File: config.mk
export PLATFORM = sky130hd
export DESIGN_NAME = door_lock_controller_flat
export DESIGN_NICKNAME = d
export VERILOG_FILES = /design/src/rtl/door_lock_controller_if.sv /design/src/rtl/door_lock_controller.sv /design/src/flat_wrapper.sv
export SDC_FILE = /design/constraint.sdc
export NUM_CORES = 1
export LEC_CHECK = 0
export CAP_MARGIN = 20
export CORE_MARGIN = 1.5
export CORE_UTILIZATION = 62
export CTS_BUF_LIST = sky130_fd_sc_hd__clkbuf_4 sky130_fd_sc_hd__clkbuf_8 sky130_fd_sc_hd__clkbuf_16
export DETAILED_ROUTE_END_ITERATION = 8
export GPL_TIMING_DRIVEN = 0
export PLACE_DENSITY_LB_ADDON = 0.12
export SKIP_LAST_GASP = 1
export SYNTH_ARGS = -nofsm -noshare
export SYNTH_HDL_FRONTEND = slang
export SYNTH_SLANG_ARGS = --single-unit
File: constraint.sdc
create_clock -name clk -period 6.8 [get_ports clk]
set_clock_uncertainty 0.1 [all_clocks]
set_input_delay 1.7 -clock clk [delete_from_list [all_inputs] [get_ports clk]]
set_output_delay 1.7 -clock clk [all_outputs]
set_load 0.03 [all_outputs]
File: src/rtl/door_lock_controller_if.sv
// Keypad, door-sensor and lock/alarm signals between the lock controller and its surroundings.
// The master drives the keypad and door inputs; the slave (the controller) drives the lock and status outputs.
interface door_lock_controller_if;
  logic       key_valid;
  logic [3:0] key_digit;
  logic       lock_cmd;
  logic       magnetic_sensor;
  logic       door_alarm;
  logic       locked;
  logic       siren;
  logic       lockout;
  logic       unlock_ok;
  logic       attempt_fail;

  modport master (
    output key_valid, key_digit, lock_cmd, magnetic_sensor, door_alarm,
    input  locked, siren, lockout, unlock_ok, attempt_fail
  );

  modport slave (
    input  key_valid, key_digit, lock_cmd, magnetic_sensor, door_alarm,
    output locked, siren, lockout, unlock_ok, attempt_fail
  );
endinterface

File: src/rtl/door_lock_controller.sv
// Keypad lock controller: code entry, auto/manual re-lock, wrong-code lockout, latched siren.
// Code result visible one cycle after the final strobe; no backpressure, strobes outside LOCKED/ALARM are dropped.
module door_lock_controller #(
  parameter int                      CODE_DIGITS    = 4,
  parameter logic [4*CODE_DIGITS-1:0] SECRET        = 16'h1234,
  parameter int                      MAX_FAILS      = 3,
  parameter int                      LOCKOUT_CYCLES = 16,
  parameter int                      AUTO_RELOCK    = 20,
  parameter int                      ENTRY_TIMEOUT  = 10
) (
  input logic                    clk,
  input logic                    reset,
  door_lock_controller_if.slave  io
);

  localparam int BW = 4 * CODE_DIGITS;
  localparam int CW = $clog2(CODE_DIGITS + 1);
  localparam int FW = $clog2(MAX_FAILS + 1);
  localparam int LW = $clog2(LOCKOUT_CYCLES + 1);
  localparam int RW = $clog2(AUTO_RELOCK + 1);
  localparam int IW = $clog2(ENTRY_TIMEOUT + 1);

  typedef enum logic [1:0] {
    ST_LOCKED   = 2'd0,
    ST_UNLOCKED = 2'd1,
    ST_LOCKOUT  = 2'd2,
    ST_ALARM    = 2'd3
  } state_t;

  state_t        state_q, state_d;
  logic [BW-1:0] buf_q, buf_d;
  logic [CW-1:0] cnt_q, cnt_d;
  logic [IW-1:0] idle_q, idle_d;
  logic [FW-1:0] fails_q, fails_d;
  logic [LW-1:0] lkout_q, lkout_d;
  logic [RW-1:0] relock_q, relock_d;
  logic          unlock_ok_q, unlock_ok_d;
  logic          attempt_fail_q, attempt_fail_d;

  logic          entry_ok;
  logic          key_take;
  logic          last_digit;
  logic          code_done;
  logic          code_match;
  logic [BW-1:0] code_word;

  always_ff @(posedge clk or posedge reset) begin
    if (reset) begin
      state_q        <= ST_LOCKED;
      buf_q          <= '0;
      cnt_q          <= '0;
      idle_q         <= '0;
      fails_q        <= '0;
      lkout_q        <= '0;
      relock_q       <= '0;
      unlock_ok_q    <= 1'b0;
      attempt_fail_q <= 1'b0;
    end else begin
      state_q        <= state_d;
      buf_q          <= buf_d;
      cnt_q          <= cnt_d;
      idle_q         <= idle_d;
      fails_q        <= fails_d;
      lkout_q        <= lkout_d;
      relock_q       <= relock_d;
      unlock_ok_q    <= unlock_ok_d;
      attempt_fail_q <= attempt_fail_d;
    end
  end

  always_comb begin
    state_d        = state_q;
    buf_d          = buf_q;
    cnt_d          = cnt_q;
    idle_d         = idle_q;
    fails_d        = fails_q;
    lkout_d        = lkout_q;
    relock_d       = relock_q;
    unlock_ok_d    = 1'b0;
    attempt_fail_d = 1'b0;

    entry_ok   = (state_q == ST_LOCKED) || (state_q == ST_ALARM);
    key_take   = entry_ok && io.key_valid;
    code_word  = (buf_q << 4) | BW'(io.key_digit);
    last_digit = (cnt_q == CW'(CODE_DIGITS - 1));
    code_done  = key_take && last_digit;
    code_match = (code_word == SECRET);

    // Digit collection; a completed code always leaves the buffer empty.
    if (key_take) begin
      idle_d = '0;
      if (last_digit) begin
        buf_d = '0;
        cnt_d = '0;
      end else begin
        buf_d = code_word;
        cnt_d = cnt_q + CW'(1);
      end
    end else if (entry_ok && (cnt_q != '0)) begin
      if (idle_q >= IW'(ENTRY_TIMEOUT - 1)) begin
        buf_d  = '0;
        cnt_d  = '0;
        idle_d = '0;
      end else begin
        idle_d = idle_q + IW'(1);
      end
    end

    case (state_q)
      ST_LOCKED: begin
        if (io.door_alarm) begin
          // The alarm wins over a same-cycle final digit, which is thrown away.
          state_d = ST_ALARM;
          buf_d   = '0;
          cnt_d   = '0;
          idle_d  = '0;
        end else if (code_done) begin
          if (code_match) begin
            state_d     = ST_UNLOCKED;
            unlock_ok_d = 1'b1;
            fails_d     = '0;
            relock_d    = '0;
          end else begin
            attempt_fail_d = 1'b1;
            if (fails_q >= FW'(MAX_FAILS - 1)) begin
              state_d = ST_LOCKOUT;
              fails_d = '0;
              lkout_d = '0;
            end else begin
              fails_d = fails_q + FW'(1);
            end
          end
        end
      end

      ST_UNLOCKED: begin
        if (!io.magnetic_sensor) begin
          relock_d = '0;
        end else if (io.lock_cmd || (relock_q >= RW'(AUTO_RELOCK - 1))) begin
          state_d  = ST_LOCKED;
          relock_d = '0;
        end else begin
          relock_d = relock_q + RW'(1);
        end
      end

      ST_LOCKOUT: begin
        if (io.door_alarm) begin
          state_d = ST_ALARM;
          lkout_d = '0;
        end else if (lkout_q >= LW'(LOCKOUT_CYCLES - 1)) begin
          state_d = ST_LOCKED;
          lkout_d = '0;
        end else begin
          lkout_d = lkout_q + LW'(1);
        end
      end

      ST_ALARM: begin
        // Wrong codes here are reported but never count toward lockout.
        if (code_done) begin
          if (code_match) begin
            state_d     = ST_UNLOCKED;
            unlock_ok_d = 1'b1;
            fails_d     = '0;
            relock_d    = '0;
          end else begin
            attempt_fail_d = 1'b1;
          end
        end
      end

      default: begin
        state_d = ST_LOCKED;
      end
    endcase
  end

  assign io.locked       = (state_q != ST_UNLOCKED);
  assign io.siren        = (state_q == ST_ALARM);
  assign io.lockout      = (state_q == ST_LOCKOUT);
  assign io.unlock_ok    = unlock_ok_q;
  assign io.attempt_fail = attempt_fail_q;

endmodule

File: src/flat_wrapper.sv
// flat-port wrapper written by rule: the top's interface ports become plain ports
module door_lock_controller_flat 
#(
  parameter int                      CODE_DIGITS    = 4,
  parameter logic [4*CODE_DIGITS-1:0] SECRET        = 16'h1234,
  parameter int                      MAX_FAILS      = 3,
  parameter int                      LOCKOUT_CYCLES = 16,
  parameter int                      AUTO_RELOCK    = 20,
  parameter int                      ENTRY_TIMEOUT  = 10
)
  (clk, reset, io_key_valid, io_key_digit, io_lock_cmd, io_magnetic_sensor, io_door_alarm, io_locked, io_siren, io_lockout, io_unlock_ok, io_attempt_fail);
  door_lock_controller_if io_i ();
  input logic clk;
  input logic reset;
  input wire logic [$bits(io_i.key_valid)-1:0] io_key_valid;
  input wire logic [$bits(io_i.key_digit)-1:0] io_key_digit;
  input wire logic [$bits(io_i.lock_cmd)-1:0] io_lock_cmd;
  input wire logic [$bits(io_i.magnetic_sensor)-1:0] io_magnetic_sensor;
  input wire logic [$bits(io_i.door_alarm)-1:0] io_door_alarm;
  output wire logic [$bits(io_i.locked)-1:0] io_locked;
  output wire logic [$bits(io_i.siren)-1:0] io_siren;
  output wire logic [$bits(io_i.lockout)-1:0] io_lockout;
  output wire logic [$bits(io_i.unlock_ok)-1:0] io_unlock_ok;
  output wire logic [$bits(io_i.attempt_fail)-1:0] io_attempt_fail;
  assign io_i.key_valid = io_key_valid;
  assign io_i.key_digit = io_key_digit;
  assign io_i.lock_cmd = io_lock_cmd;
  assign io_i.magnetic_sensor = io_magnetic_sensor;
  assign io_i.door_alarm = io_door_alarm;
  assign io_locked = io_i.locked;
  assign io_siren = io_i.siren;
  assign io_lockout = io_i.lockout;
  assign io_unlock_ok = io_i.unlock_ok;
  assign io_attempt_fail = io_i.attempt_fail;
  door_lock_controller #(.CODE_DIGITS(CODE_DIGITS), .SECRET(SECRET), .MAX_FAILS(MAX_FAILS), .LOCKOUT_CYCLES(LOCKOUT_CYCLES), .AUTO_RELOCK(AUTO_RELOCK), .ENTRY_TIMEOUT(ENTRY_TIMEOUT)) u_core (.clk(clk), .reset(reset), .io(io_i));
endmodule
# Yosys cells after proc, flatten, opt, wreduce, memory -nomap -nowiden
# Cells that the tools add are included.
# classes
addsub	5
magnitude_cmp	4
eq_ne	17
muxes	56
bitwise_logic	1
n_reduce_logical	14
# op_table
cell	n
$mux W16	6
$mux W5	11
$mux W2	16
$mux W4	5
$mux W3	6
$eq A16 B13 Y1 const B	1
$or A16 B4 Y16	1
$pmux W5 S3	1
$add A5 B1 Y5 const B	2
$ne A2 B1 Y1 const B	5
$pmux W5 S2	1
$reduce_and A5 Y1	2
$ne A2 B2 Y1 const B	4
$pmux W2 S4	1
$reduce_and A7 Y1	1
$mux W1	6
$ne A3 B2 Y1 const B	2
$reduce_bool A3 Y1	2
$ge A5 B4 Y1 const B	1
$ge A5 B5 Y1 const B	1
$add A4 B1 Y4 const B	1
$eq A2 B2 Y1 const B	2
$ge A4 B4 Y1 const B	1
$ne A4 B3 Y1 const B	1
12 further kinds	17
# word_totals
register_bits	39
inputBits	10
output_inout_bits	5
word_cells	106

# Depth between registers and ports, before layout
# Gate-level depths: netlist (run 1).
# depth
depth_word	7
depth_mapped	8
ltp_nobuf	8

# Least setup slack after synthesis (run 1)
# Ideal clock, no wire load.
# synth_path
kind	input port to flip-flop
start	input port io_door_alarm
end	register u_core.state_q[0]
setup_time_ns	0.128
arrival_time_ns	2.842
required_ns	6.572
setup_slack_ns	3.730
path_stages	5
n_path_buf	1
path_cell_list	clkbuf_1 nor4b_1 nand2_1 o2111ai_2 mux2_1
# synth_between
elab_chain_len	2
word_cells_on_any_way	7
classes_between	eq/ne: 3; mux: 3; reduce/logical: 1
# synth_rtl
item	line_no	source
from (decl)	flat_wrapper.sv:19	input wire logic [$bits(io_i.door_alarm)-1:0] io_door_alarm;
$ne A4 B3 Y1 (no source line), or another cell as far along	--	
$reduce_and A7 Y1 (no source line) / $pmux W2 S4 (equally long branches)	--	
to (signal assigned)	door_lock_controller.sv:59	state_q <= state_d;
to (decl)	door_lock_controller.sv:30	state_t state_q, state_d;
# Several ways; a longest one is shown, not always the timed one.
# A chain may end at the register's enable or synchronous reset.

# Worst setup path after layout (run 1)
# layout_path
start	register u_core.state_q[0]
end	output port io_lockout
# layout_between
elab_chain_len	1
# layout_rtl
item	line_no	source
$eq A2 B2 Y1	door_lock_controller.sv:181	assign io.lockout = (state_q == ST_LOCKOUT);
to (decl)	flat_wrapper.sv:22	output wire logic [$bits(io_i.lockout)-1:0] io_lockout;
# No other way between the ends.

==> impl_results.md, run 1 <==
* Result of the run: complete, no violations
* Arrival time worst endpoint at 1.90 ns
* Post-layout nets at roughly 220
* Diodes inserted at 0
* FF-to-FF path depth at 7
* Number of flops mapped to enable cells by yosys at 0
* Vias per cell at 6.044
* Grt met3 use at 0.06374
* Worst hold path cell count at 1
* Mux cell area share after synthesis at 0.03629
* Remaining design rule violation count at 0
* GPL Wtd Cong at 0.7939
* Endpoint class of the critical path: output port
* Sequential standard cell area at between 800 and 900 µm²
* Final Setup Violations at 0
* Count of antenna-violating nets left after detailed routing at 0
* Floorplan die area at about 3500 µm²
* Via count of the first global-routing pass at roughly 1,400
* Final Slew Violations at 0
* Synth unique cells at 48
* Number of antenna violations at the first check in global routing at 0
* Post-placement cell count at 220
* Initial Utilization at 0.6429
* Sum of negative setup slack at 0 ns
* Met1 capacity usage during global routing at 0.3100
* Hold WC Path Type: reg2reg
* Worst-margin pin slew at 0.5329 ns
* Dominant register cell in the synthesized netlist: dfrtp_1
* Number of buffers added on ports at 13
* Gates resized, CTS repair at 0
* Cell row count at 20
* Vias after detailed routing at roughly 1,400
* Synth Register Bits at 35
* Syn Std Cell Area at just under 2000 µm²
* CTS buffer count at 5
* Leading cell type in the layout, fill and taps excluded: dfrtp_1
* Post-synthesis compound-gate area fraction at 0.1866
* Global-route wire length before repair at 6272 µm
* Number of DRC markers after the initial detailed-route iteration at 53
* Ys async rst share at 1.000
* Share of the synthesized netlist area taken by xor and xnor gates at 0.01361
* Commonest cells after routing, fill and taps aside: dfrtp_1, inv_1, nor2_1, ha_1, clkdlybuf4s50_1
* Root buffer cell: clkbuf_4
* Fraction of final layout cells with drive strength greater than 1 at 0.1231
* CORE AREA at 3003 µm²
* Worst hold path endpoint: u_core.fails_q[0]
* Worst slew margin relative to its limit at 0.6443
* Post-route non-filler standard cell count at 228
* Congestion Overflow GR at 0
* Number of warnings issued by yosys at 0
* Total length of routed wires at 3558 µm
* Min Clock Period, post-route at ~3.7 ns
* Final-layout fill cell count at 218
* P per Cell Area at about 370 nW/µm²
* Num ports at 15
* Worst-case vdd ir drop at 222.7 µV
* Post-detailed-placement half-perimeter wirelength at 2658 µm
* Core occupancy in the finished layout at 0.7283
* Maximum count of clock buffers along a single path at 2
* Combinational family with the most area after synthesis: compound AO/OA/AOI/OAI gates
* Max_cap viols at 0
* Area occupied by multi-input gates at just under 1000 µm²
* Clk sink count at 35
* Max H-tree Level at 2
* Avg WL per Cell at 15.61 µm
* Leak at 0.001033 µW
* First-pass detailed-route iteration total at 4
* Start point of the worst min-delay path: u_core.fails_q[0]
* Ratio of final minimum period to clock period at 0.5440
* Chip height at ~60 µm
* Most utilized layer in the global route result: met2
* Register clock-pin slew on the reported worst setup and hold paths at 0.10 ns
* Internal reg-to-reg setup slack at roughly 4.4 ns
* Overall Global Routing Usage at 0.2426
* Clock Latency Late Sink at 0.34 ns
* Die Width at 58.80 µm
* Post-CTS setup buffer count at 0
* Crit path required time at about 5.0 ns
* Adder-cell share of the synthesized area at 0.08425
* Net Count, Synth at 196
* Category of the worst setup path launch point: flop
* Source of the worst register-to-register timing path: u_core.state_q[0]
* Area growth from synthesis to layout at 13.29%
* Global routing met2 resource utilization at 0.3810
* Maximum number of pins on one net before global-route repair at 25
* Critical path start-end classification: reg2out
* Number of instances in the synthesized netlist at 173
* Final number of hold-violating endpoints at 0
* Number of buffers added to fix hold violations after cts at 0
* TritonCTS clock tree: done
* Upper clock frequency limit at 270.3 MHz
* Maximum fanout along the worst path at 6
* Reg-to-reg critical path endpoint: u_core.relock_q[1]
* Per-instance average area after synthesis at 11.16 µm²
* Basic-gate share of the synthesized area counting and, or, nand and nor cells at 0.1860
* Sequential share of the synthesized area at 0.4537
* Setup repair after global routing missed its margin: no
## critical path, cell delays in order (launching register included)
cell and delay, ns:
dfrtp_1 0.44, inv_1 0.12, ha_1 0.29, clkdlybuf4s50_1 0.71
## where the power goes
part,switching (µW),total (µW),internal (µW)
combinational,203,374,171
sequential,57.9,321,263
clock,67.2,115,48.3
## cells by family after synthesis
| kind of cell | count (synthesis) |
|---|---|
| AND/OR/NAND/NOR | 53 |
| AO/OA/AOI/OAI | 45 |
| flip-flops | 35 |
| buffers and inverters | 18 |
| adder cells (fa/ha/maj) | 13 |
| multiplexers | 6 |
| XOR/XNOR | 3 |
## metal layers
layer / vias to the layer above / wire length, µm
met5: - / 0
met4: 0 / 95
met3: 9 / 114
met2: 25 / 1702
met1: 665 / 1646
li1: 679 / -
## worst max path at each step
stage                                  from                  to  slack (ns)  cells past startpoint
final                     u_core.state_q[0]          io_lockout        3.10                      3
after global routing      u_core.state_q[1]           io_locked        2.99                      4
after CTS                 u_core.state_q[1]           io_locked        3.09                      4
after detailed placement       io_key_valid  u_core.relock_q[1]        3.09                      6
after global placement         io_key_valid   u_core.state_q[1]        3.14                      6
after floorplan               io_door_alarm   u_core.state_q[0]        3.73                      5
## synthesized netlist by cell type (3+ instances only)
master | number | area (µm²)
nand3_1 | 4 | 20.02
and3_1 | 3 | 18.77
o21ai_0 | 4 | 20.02
dfrtp_1 | 35 | 875.8
nor2_1 | 13 | 48.80
nor4b_4 | 3 | 71.32
ha_1 | 13 | 162.7
a22o_1 | 12 | 105.1
a31oi_1 | 3 | 18.77
nor2b_1 | 4 | 25.02
a21oi_1 | 6 | 30.03
nand2_1 | 12 | 45.04
mux2_1 | 3 | 33.78
inv_1 | 14 | 52.55
## area by class of cell
cell class | count | area share
plain buffers | 4 | 0.01087
multi-input cells | 120 | 0.4474
flip-flops and latches | 35 | 0.4005
inverters | 14 | 0.02403
clock buffers | 7 | 0.02403
repair buffers | 14 | 0.07208
clock inverters | 1 | 0.002288
well taps | 33 | 0.01888
## state kept, by name, indices dropped and copies added, names as in the netlist
signal,flops
u_core.relock_q,5
u_core.io.attempt_fail,1
u_core.idle_q,4
u_core.buf_q,12
u_core.cnt_q,3
u_core.lkout_q,5
u_core.fails_q,2
u_core.io.unlock_ok,1
u_core.state_q,2
## per-stage QoR
| step | hold slack [ns] | power [µW] | cell area (µm²) | setup WS (ns) |
|---|---|---|---|---|
| after floorplan | 0.3616 | 599.7 | 1931 | 3.730 |
| after global placement | 0.3761 | 670.5 | 2102 | 3.137 |
| after detailed placement | 0.3903 | 696.8 | 2130 | 3.087 |
| after CTS | 0.4185 | 813.9 | 2187 | 3.088 |
| after global routing | 0.4515 | 874.2 | 2187 | 2.987 |
| final | 0.4208 | 810.1 | 2187 | 3.101 |
No activity file was read; power rests on OpenSTA's default activity.
==> run 2, diff against run 1 <==
--- a/config.mk
+++ b/config.mk
@@ -7,7 +7,7 @@
 export LEC_CHECK = 0
 export CAP_MARGIN = 20
 export CORE_MARGIN = 1.5
-export CORE_UTILIZATION = 62
+export CORE_UTILIZATION = 52
 export CTS_BUF_LIST = sky130_fd_sc_hd__clkbuf_4 sky130_fd_sc_hd__clkbuf_8 sky130_fd_sc_hd__clkbuf_16
 export DETAILED_ROUTE_END_ITERATION = 8
 export GPL_TIMING_DRIVEN = 0
==> constraint.sdc (replaced) <==
create_clock -name clk -period 3.4 [get_ports clk]
set_clock_uncertainty 0.1 [all_clocks]
set_input_delay 0.85 -clock clk [delete_from_list [all_inputs] [get_ports clk]]
set_output_delay 0.85 -clock clk [all_outputs]
set_load 0.03 [all_outputs]
==> impl_results.md, run 2 (synthesis gave the netlist of run 1 again) <==
* Result of the run: complete, no violations
* Area growth from synthesis to layout at 18.21%
* Worst-margin pin slew at 0.5313 ns
* Design Power at 1833 µW
* P per Cell Area at 803.0 nW/µm²
* Area occupied by multi-input gates at a little under 1000 µm²
* Register clock-pin slew on the reported worst setup and hold paths at 0.07 ns
* Overall Global Routing Usage at 0.2132
* Post-detailed-placement half-perimeter wirelength at 2702 µm
* Number of buffers added to fix hold violations after cts at 0
* Core occupancy in the finished layout at 0.6630
* CORE AREA at between 3000 and 4000 µm²
* Number of antenna violations at the first check in global routing at 0
* TritonCTS clock tree: done
* Clock Latency Late Sink at 0.28 ns
* Category of the worst setup path launch point: flop
* Hold WC Path Type: reg2reg
* Final-layout fill cell count at 266
* Root buffer cell: clkbuf_8
* Sum of negative setup slack at 0 ns
* Post-layout nets at 217
* Final Setup Violations at 0
* Total length of routed wires at 3582 µm
* First-pass detailed-route iteration total at 4
* Max FFs per register at 12
* Max_cap viols at 0
* Worst slew margin relative to its limit at 0.6454
* Clk sink count at 35
* Maximum number of pins on one net before global-route repair at 25
* Diodes inserted at 0
* Post-CTS setup buffer count at 0
* Cell row count at 21
* Final number of hold-violating endpoints at 0
* Critical path start-end classification: reg2out
* Gates resized, CTS repair at 0
* Register ranked first by flip-flop count: u_core.buf_q
* Leak at 0.001066 µW
* Top flop regs: u_core.buf_q x12, u_core.lkout_q x5, u_core.relock_q x5
* Initial Utilization at 0.5609
* Final Slew Violations at 0
* Remaining design rule violation count at 0
* Via count of the first global-routing pass at 1,453
* Endpoint class of the critical path: output port
* Congestion Overflow GR at 0
* Setup repair after global routing missed its margin: no
* Avg WL per Cell at roughly 15 µm
* Number of buffers added on ports at 13
* Num ports at 15
* Vias after detailed routing at 1,396
* Die Width at about 64 µm
* Global-route wire length before repair at 6713 µm
* CTS buffer count at 5
* Number of DRC markers after the initial detailed-route iteration at 84
* Crit path required time at approximately 2.5 ns
* Ratio of final minimum period to clock period at 0.8198
* Max H-tree Level at 2
* Vias per cell at 5.793
* Chip height at around 64 µm
* Floorplan die area at 4087 µm²
* Maximum fanout along the worst path at 4
* Count of antenna-violating nets left after detailed routing at 0
* Commonest cells after routing, fill and taps aside: dfrtp_1, inv_1, nor2_1, ha_1, clkdlybuf4s50_1
* Sequential standard cell area at 875.8 µm²
* GPL Wtd Cong at 0.8178
* Worst-case vdd ir drop at 356.1 µV
* Leading cell type in the layout, fill and taps excluded: dfrtp_1
* Fraction of final layout cells with drive strength greater than 1 at 0.1231
* Upper clock frequency limit at between 300 and 400 MHz
* Min Clock Period, post-route at 2.787 ns
* Arrival time worst endpoint at 1.84 ns
* Maximum count of clock buffers along a single path at 2
[run 2: critical path, cell delays in order (launching register included)]
cell and delay [ns]:
dfrtp_1 0.43, inv_1 0.11, ha_1 0.22, inv_1 0.12, clkdlybuf4s50_1 0.68
[run 2: per-layer routing]
| layer | track usage | vias to the layer above | routed length [µm] |
|---|---|---|---|
| li1 | - | 678 | - |
| met5 | 0 | - | 0 |
| met4 | 0.06250 | 0 | 48 |
| met1 | 0.2735 | 688 | 1619 |
| met3 | 0.05458 | 5 | 126 |
| met2 | 0.3542 | 25 | 1787 |
[run 2: cell type report]
class / count / share of cell area
plain buffers: 4 / 0.01042
multi-input cells: 120 / 0.4287
flip-flops and latches: 35 / 0.3838
repair buffers: 14 / 0.06908
inverters: 14 / 0.02303
clock buffers: 6 / 0.03344
clock inverters: 2 / 0.02632
well taps: 46 / 0.02522
[run 2: worst paths after layout]
check | startpoint | slack [ns] | end | cells past startpoint
min in group asynchronous | reset | 0.81 | u_core.lkout_q[1] | 2
hold / removal | u_core.fails_q[0] | 0.42 | u_core.fails_q[0] | 1
setup / recovery | u_core.state_q[1] | 0.61 | io_locked | 4
hold reg to reg | u_core.fails_q[0] | 0.42 | u_core.fails_q[0] | 1
max in group asynchronous | reset | 1.89 | u_core.relock_q[3] | 3
setup reg to reg | u_core.lkout_q[0] | 0.99 | u_core.state_q[0] | 7
[run 2: where the power goes]
| group | total [µW] | switching [µW] | internal [µW] |
|---|---|---|---|
| Combinational | 744 | 403 | 341 |
| Sequential | 642 | 116 | 526 |
| Clock | 447 | 146 | 301 |
| Total | 1830 | 665 | 1170 |
[run 2: through the flow]
stage               hold slack (ns)  area (µm²)  setup slack [ns]  std cells
finish                       0.4178        2282            0.6127        241
floorplan                    0.3616        1931             1.180        173
global route                 0.4428        2282            0.5207        241
detailed placement           0.3983        2146            0.5521        233
CTS                          0.4194        2282            0.6187        241
global placement             0.3833        2118            0.5791        232
==> run 3, diff against run 2 <==
--- a/config.mk
+++ b/config.mk
@@ -7,7 +7,7 @@
 export LEC_CHECK = 0
 export CAP_MARGIN = 20
 export CORE_MARGIN = 1.5
-export CORE_UTILIZATION = 52
+export CORE_UTILIZATION = 57
 export CTS_BUF_LIST = sky130_fd_sc_hd__clkbuf_4 sky130_fd_sc_hd__clkbuf_8 sky130_fd_sc_hd__clkbuf_16
 export DETAILED_ROUTE_END_ITERATION = 8
 export GPL_TIMING_DRIVEN = 0
==> constraint.sdc (replaced) <==
create_clock -name clk -period 2.6 [get_ports clk]
set_clock_uncertainty 0.1 [all_clocks]
set_input_delay 0.65 -clock clk [delete_from_list [all_inputs] [get_ports clk]]
set_output_delay 0.65 -clock clk [all_outputs]
set_load 0.03 [all_outputs]
==> impl_results.md, run 3 (synthesis gave the netlist of run 1 again) <==
* Count of antenna-violating nets left after detailed routing at 0
* Final Slew Violations at 0
* Post-CTS setup buffer count at 0
* Die Width at 61.20 µm
* Max FFs per register at 12
* CTS buffer count at 5
* Worst-margin pin slew at 0.5414 ns
* Maximum number of pins on one net before global-route repair at 25
* TritonCTS clock tree: done
* Endpoint class of the critical path: flop
* Global-route wire length before repair at 6499 µm
* Diodes inserted at 0
* Leading cell type in the layout, fill and taps excluded: dfrtp_1
* Total length of routed wires at between 3000 and 4000 µm
* Vias after detailed routing at 1,418
* Maximum fanout along the worst path at 5
* Result of the run: complete, no violations
* Clock Latency Late Sink at 0.35 ns
* Number of buffers added to fix hold violations after cts at 0
* Clk sink count at 35
* Fraction of final layout cells with drive strength greater than 1 at 0.1282
* Fin area at 2227 µm²
* Number of DRC markers after the initial detailed-route iteration at 50
* Avg WL per Cell at between 15 and 20 µm
* Hold WC Path Type: reg2reg
* Floorplan die area at 3745 µm²
* Final-layout fill cell count at 228
* CORE AREA at 3128 µm²
* Final Setup Violations at 0
* Upper clock frequency limit at slightly above 400 MHz
* Overall Global Routing Usage at 0.2368
* Worst-case vdd ir drop at 588.9 µV
* Setup repair after global routing missed its margin: no
* Maximum count of clock buffers along a single path at 2
* Num ports at 15
* Number of buffers added on ports at 13
* Vias per cell at ~5.9
* Final number of hold-violating endpoints at 0
* Congestion Overflow GR at 0
* Via count of the first global-routing pass at approximately 1,500
* Root buffer cell: clkbuf_4
* Top flop regs: u_core.buf_q x12, u_core.lkout_q x5, u_core.relock_q x5
* Min Clock Period, post-route at 2.412 ns
* Instance area at placement at 2143 µm²
* Remaining design rule violation count at 0
* Category of the worst setup path launch point: flop
* Area growth from synthesis to layout at 15.36%
* Post-route non-filler standard cell count at ~240
* Register clock-pin slew on the reported worst setup and hold paths at 0.12 ns
* Initial Utilization at 0.6172
* Post-layout nets at 217
* Worst slew margin relative to its limit at 0.6386
* Core occupancy in the finished layout at 0.7120
* Worst hold margin at around 0.43 ns
* Critical path start-end classification: reg2reg
* Post-placement cell count at 231
* Arrival time worst endpoint at around 2.6 ns
* P per Cell Area at ~1000 nW/µm²
* Max_cap viols at 0
* GPL Wtd Cong at 0.8164
* Commonest cells after routing, fill and taps aside: dfrtp_1, inv_1, nor2_1, ha_1
* Leak at 0.001050 µW
* Ratio of final minimum period to clock period at 0.9276
* Cell row count at 20
* First-pass detailed-route iteration total at 4
* Number of antenna violations at the first check in global routing at 0
* Max H-tree Level at 2
* Crit path required time at 2.74 ns
* Chip height at 61.20 µm
* Post-detailed-placement half-perimeter wirelength at ~2800 µm
* Register ranked first by flip-flop count: u_core.buf_q
-- run 3: final timing paths --
kind / to / startpoint / slack, ns / cells past startpoint
max in group asynchronous: u_core.cnt_q[0] / reset / 1.37 / 3
hold reg to reg: u_core.buf_q[8] / u_core.buf_q[8] / 0.43 / 1
setup / recovery: u_core.state_q[0] / u_core.state_q[0] / 0.19 / 7
hold / removal: u_core.buf_q[8] / u_core.buf_q[8] / 0.43 / 1
min in group asynchronous: u_core.lkout_q[2] / reset / 0.52 / 2
setup reg to reg: u_core.state_q[0] / u_core.state_q[0] / 0.19 / 7
-- run 3: routing by layer --
| metal | GRT usage | part of all wire | vias to the layer above |
|---|---|---|---|
| met3 | 0.04832 | 0.037 | 8 |
| met2 | 0.3997 | 0.50 | 33 |
| met5 | 0 | 0 | - |
| met4 | 0.1056 | 0.019 | 0 |
| li1 | - | - | 682 |
| met1 | 0.2925 | 0.44 | 695 |
-- run 3: cell type report --
class | count | area, µm² | share of cell area
multi-input combinational | 120 | 984.7 | 0.4421
clock buffer | 5 | 37.54 | 0.01685
tap | 44 | 55.05 | 0.02472
clock inverter | 3 | 43.79 | 0.01966
inverter | 14 | 52.55 | 0.02360
sequential | 35 | 875.8 | 0.3933
buffer | 4 | 23.77 | 0.01067
timing repair buffer | 14 | 153.9 | 0.06910
-- run 3: power by group --
group / switching, µW / internal, µW / leakage [µW]
Combinational: 542 / 431 / 0.000531
Sequential: 155 / 686 / 0.000474
Clock: 199 / 202 / 0.0000452
-- run 3: critical path: stages, from the launching register on --
cell and delay, ns:
dfrtp_1 0.44, inv_1 0.11, ha_1 0.36, nand2b_4 0.18
or3b_1 0.43, o22ai_2 0.18, o2111ai_2 0.17, mux2_1 0.34
-- run 3: stage by stage --
stage / setup TNS (ns) / power, µW / worst slack, ns
2_1_floorplan: 0 / 1568 / 0.4208
4_1_cts: 0 / 2217 / 0.1417
5_1_grt: 0 / 2374 / 0.06223
3_5_place_dp: -0.2281 / 1818 / -0.05447
6_report: 0 / 2216 / 0.1882
3_3_place_gp: -0.03485 / 1749 / -0.01783
-- run 3: repair_timing --
| item | CTS | global route |
|---|---|---|
| endpoints found under the setup margin | 3 | 2 |
| resized for setup | 3 | 1 |
| cloned | 0 | 0 |
